**src/rtl/ram_pkg.sv**
```systemverilog
// ============================================================================
// Module : ram_pkg
// Brief  : Shared sizing constants and FSM state encoding for ram8_bank.
// Rev    : 1.0
// ============================================================================
`default_nettype none

package ram_pkg;

    localparam int WIDTH  = 16;
    localparam int DEPTH  = 8;
    localparam int ADDR_W = 3;

    typedef enum logic [0:0] {
        IDLE  = 1'b0,
        CLEAR = 1'b1
    } state_t;

endpackage

`default_nettype wire

```
**src/rtl/reg_load.sv**
```systemverilog
// ============================================================================
// Module : reg_load
// Brief  : WIDTH-bit storage register with load enable and async active-low reset.
// Rev    : 1.0
// ============================================================================
`default_nettype none

module reg_load
    import ram_pkg::*;
#(
    parameter int WIDTH = ram_pkg::WIDTH
) (
    input  logic             clk,
    input  logic             rst_n,
    input  logic             load,
    input  logic [WIDTH-1:0] d,
    output logic [WIDTH-1:0] q
);

    logic [WIDTH-1:0] r_q;

    always_ff @(posedge clk or negedge rst_n) begin
        if (!rst_n) begin
            r_q <= '0;
        end else if (load) begin
            r_q <= d;
        end
    end

    assign q = r_q;

endmodule

`default_nettype wire

```
**src/rtl/ram8_bank.sv**
```systemverilog
// ============================================================================
// Module : ram8_bank
// Brief  : Small register-file bank with per-word writes and a sequenced clear.
// Rev    : 1.0
// ============================================================================
`default_nettype none

module ram8_bank
    import ram_pkg::*;
#(
    parameter int WIDTH = ram_pkg::WIDTH,
    parameter int DEPTH = ram_pkg::DEPTH
) (
    input  logic                        clk,
    input  logic                        rst_n,
    input  logic [WIDTH-1:0]            data_in,
    input  logic [$clog2(DEPTH)-1:0]    address,
    input  logic                        load,
    input  logic                        clear_req,
    output logic [DEPTH-1:0][WIDTH-1:0] regs_out,
    output logic                        busy,
    output logic                        clear_done,
    output logic                        load_dropped
);

    localparam int                 ADDR_W = $clog2(DEPTH);
    localparam logic [ADDR_W-1:0] c_LAST = ADDR_W'(DEPTH - 1);

    state_t            r_state;
    logic [ADDR_W-1:0] r_idx;
    logic              r_busy;
    logic              r_clear_done;
    logic              r_load_dropped;

    logic [DEPTH-1:0]  w_we;
    logic [WIDTH-1:0]  w_wdata;

    // The clear sequencer and the write port share each word's single load
    // enable; data is forced to zero while clearing.
    always_comb begin
        w_we    = '0;
        w_wdata = (r_state == CLEAR) ? '0 : data_in;
        for (int k = 0; k < DEPTH; k++) begin
            if (r_state == CLEAR) begin
                w_we[k] = (r_idx == ADDR_W'(k));
            end else begin
                w_we[k] = load && (address == ADDR_W'(k));
            end
        end
    end

    generate
        for (genvar g = 0; g < DEPTH; g++) begin : g_word
            reg_load #(
                .WIDTH (WIDTH)
            ) u_word (
                .clk   (clk),
                .rst_n (rst_n),
                .load  (w_we[g]),
                .d     (w_wdata),
                .q     (regs_out[g])
            );
        end
    endgenerate

    always_ff @(posedge clk or negedge rst_n) begin
        if (!rst_n) begin
            r_state        <= IDLE;
            r_idx          <= '0;
            r_busy         <= 1'b0;
            r_clear_done   <= 1'b0;
            r_load_dropped <= 1'b0;
        end else begin
            r_clear_done   <= 1'b0;
            r_load_dropped <= 1'b0;
            case (r_state)
                IDLE: begin
                    if (clear_req) begin
                        r_state <= CLEAR;
                        r_idx   <= '0;
                        r_busy  <= 1'b1;
                    end
                end
                CLEAR: begin
                    r_load_dropped <= load;
                    // clear_req is deliberately not looked at here: no restart, no extension.
                    if (r_idx == c_LAST) begin
                        r_state      <= IDLE;
                        r_idx        <= '0;
                        r_busy       <= 1'b0;
                        r_clear_done <= 1'b1;
                    end else begin
                        r_idx <= r_idx + 1'b1;
                    end
                end
            endcase
        end
    end

    assign busy         = r_busy;
    assign clear_done   = r_clear_done;
    assign load_dropped = r_load_dropped;

endmodule

`default_nettype wire
```
**config.mk**
```make
export PLATFORM = sky130hd
export DESIGN_NAME = ram8_bank
export DESIGN_NICKNAME = d
export VERILOG_FILES = /design/src/rtl/ram_pkg.sv /design/src/rtl/reg_load.sv /design/src/rtl/ram8_bank.sv
export SDC_FILE = /design/constraint.sdc
export NUM_CORES = 1
export LEC_CHECK = 0
export CORE_AREA = 2 2 113 137
export CTS_CLUSTER_SIZE = 25
export DETAILED_ROUTE_END_ITERATION = 8
export DIE_AREA = 0 0 115 139
export PLACE_DENSITY = 0.66
export SYNTH_ARGS = -nofsm -noshare
export SYNTH_HDL_FRONTEND = slang
export SYNTH_HIERARCHICAL = 1
export SYNTH_SLANG_ARGS = --single-unit
export TNS_END_PERCENT = 5
```
**constraint.sdc**
```tcl
create_clock -name clk -period 2.7 [get_ports clk]
set_clock_uncertainty 0.15 [all_clocks]
set_input_delay 0.54 -clock clk [delete_from_list [all_inputs] [get_ports clk]]
set_output_delay 0.54 -clock clk [all_outputs]
set_load 0.1 [all_outputs]
```
==> results.md <==
Drt:
- For this run, the detailed router's first-pass iteration total came to 4.
- The wire length after detailed routing is 13800 um.
- The DRC violation count after routing is 0.
- The number of nets with antenna violations after routing is 0.
- The routed wire length per instance is 19.4 um.
- The post-detailed-route via-to-cell ratio is 4.88.
- The via total after detailed routing is 3473.
- The initial DRC count is 204.

Floorplan:
- The die outline height is 139 um.
- The core area is 14700 um^2.
- After floorplanning, the core was divided into 49 placement rows.
- The total I/O pin count is 154.
- For this configuration, the core starts out at a cell density of 39.3%.
- The die covers 16000 um^2.
- The die span in x is 115 um.

Clock network:
- For this design, the sink count on the clock tree is 135.
- The clock edge transition at the registers on the reported setup and hold paths is 0.06 ns.
- Post-CTS timing repair inserted 0 buffers for setup.
- The clock latency of the later-clocked register in the worst-skew pair is 0.41 ns.
- The deepest clock path buffer count is 2.
- CTS built an H-tree with a depth of 4.
- TritonCTS built the clock tree.
- Clock tree synthesis inserted a total of 17 buffers.
- The tree is rooted in a clkbuf_16.

Final layout:
- Cells fill 53.5% of the core in the end.
- The commonest non-fill, non-tap cell in the layout is buf_4.
- The fill cell instance count of the final layout is 1243.
- The net count of the finished layout is 550.
- 0 antenna diodes ended up in the layout.
- The area growth from synthesis to layout is 36.2%.
- Leaving out fill and tap cells, the most frequent cells in the layout are 153 x buf_4, 135 x dfrtp_1, 80 x mux2_4.
- Cells with a size suffix above 1 make up 61.5% of the layout.

Min path:
- The origin of the worst min-delay path is g_word[6].u_word/q[1].
- The class of the most critical hold timing path is flip-flop to flip-flop.

Timing:
- The accumulated negative setup slack is 0 ns.
- The slew at the pin closest to its max-slew limit is 0.694 ns.
- Headroom to the max-slew limit came out at 53.7%.
- The total count of max-transition violations in the final report is 0.
- Setup violations remaining at the end of the flow were counted as 0.
- For the finished layout, the period the worst path requires is 2.19 ns.
- Hold is met by 0.360 ns.
- The upper clock frequency limit is 0.456 GHz.
- The final-report hold violation count is 0.
- Setup repair after global routing left no endpoint under its margin.
- The final cycle utilization of the critical path is 81.2%.

Global routing:
- The number of antenna violations at the first check in global routing is 0.
- The total global-route track usage is 18.1%.
- Global routing used 7.95% of the available met3 tracks.
- The met2 global-route usage is 26.3%.
- The number of global-route vias before repair is 3786.
- After global routing, the most crowded layer is met2.
- The global routing met1 resource utilization is 24.6%.
- The pin count of the biggest net entering global routing is 47.
- The first global-routing pass estimated 21900 um of wire.
- The total overflow left after global routing is 0.

Placement:
- During placement, the flow inserted port buffers numbering 153.
- The congestion estimate from routability-driven global placement came to 0.734.
- Summed over all nets, the half-perimeter wirelength after detailed placement is 9890 um.

Yosys:
- When the netlist entered floorplanning its net count stood at 369.
- The part of the Yosys area used for sequential elements is 58.5%.
- The area of the mapped netlist is 5780 um^2.
- After synthesis, the netlist uses 24 different library cells.
- The cell count after synthesis is 339.
- The synthesized area per cell is 17.0 um^2.
- During synthesis, Yosys emitted a total of 6 warnings.
- The flip-flop and latch count after synthesis is 135.

Critical path:
- The launching instance or port of the critical path is load.
- The worst setup path is captured at a flip-flop.
- The critical path launch point type is an input port.
- The worst setup path is of the input port to flip-flop kind.
- Of all nets on the critical path, the largest fanout is 5.
- For the worst setup path, the data required time is 2.85 ns.
- The beginning of the worst register-to-register path is r_state.
- For the worst setup path, the data arrival time is 2.34 ns.

Run:
- The number of violations of the max-capacitance limit is 0.

Status:
- The run finished with clean final reports.
-- path summary, 6_finish.rpt --
check / endpoint / slack, ns / depth (start not counted)
max in group asynchronous: g_word[3].u_word/q[9] / 1.23 / 3
min in group asynchronous: g_word[5].u_word/q[8] / 0.47 / 2
min reg2reg: g_word[6].u_word/q[1] / 0.36 / 1
max: g_word[0].u_word/q[3] / 0.51 / 5
max reg2reg: g_word[6].u_word/q[15] / 0.60 / 5
min: g_word[6].u_word/q[1] / 0.36 / 1
-- state kept, by name (all words and copies together), names as in the netlist --
name             count
busy                 1
clear_done           1
g_word.u_word/q    128
load_dropped         1
r_idx                3
r_state              1
-- cell usage after synthesis, drive strengths merged --
master,n,share of area [%]
o32ai,2,0.43
nand3b,1,0.13
nand2b,3,0.32
mux2i,1,0.17
or3b,2,0.35
ha,7,1.5
and2,2,0.22
o21ai,2,0.17
dfrtp,135,58
o22ai,5,0.54
inv,5,0.32
nand2,7,0.45
buf,17,4.4
o31ai,3,0.39
clkbuf,2,0.15
mux2,128,30
nor2,1,0.065
nor2b,16,1.7
-- final cells by class --
class | count | area [um^2] | area share [%]
timing repair buffer | 181 | 1480 | 18.8
sequential | 135 | 3380 | 42.9
clock inverter | 11 | 123 | 1.56
tap | 178 | 223 | 2.83
clock buffer | 21 | 470 | 5.98
inverter | 5 | 18.8 | 0.238
multi-input combinational | 180 | 2180 | 27.7
-- metal layers --
| layer | share of wire [%] | up-vias |
|---|---|---|
| li1 | - | 1558 |
| met4 | 1.3 | 0 |
| met1 | 45 | 1755 |
| met5 | 0 | - |
| met3 | 8.4 | 17 |
| met2 | 45 | 143 |
-- critical path: stages --
cell,delay (ns)
clkdlybuf4s50_1,0.51
or3b_4,0.44
o32ai_4,0.30
buf_4,0.21
mux2_2,0.33
-- through the flow --
step           setup slack [ns]  cell area [um^2]  instances
6_report                  0.508              7870        711
5_1_grt                   0.481              7870        711
4_1_cts                   0.528              7870        711
3_5_place_dp             0.0813              7270        678
3_3_place_gp              0.114              7270        678
2_1_floorplan             0.703              5780        339
-- logic make-up (layout without fill, tap and decap cells) --
| logic type | after synthesis | in the layout | synth area share [%] |
|---|---|---|---|
| adder cells (fa/ha/maj) | 7 | 7 | 1.52 |
| AO/OA/AOI/OAI | 12 | 12 | 1.54 |
| AND/OR/NAND/NOR | 32 | 32 | 3.27 |
| multiplexers | 129 | 129 | 30.3 |
| buffers and inverters | 24 | 218 | 4.89 |
| flip-flops | 135 | 135 | 58.5 |
-- timing repair --
action	4_1_cts	5_1_grt
hold endpoints to repair	43	0
resized for setup	0	0
hold buffers	1	0
setup endpoints to repair	0	0
Power is left out: the tool's default activity adds up to more than one toggle a clock period on the data nets, which glitch-free logic cannot reach.
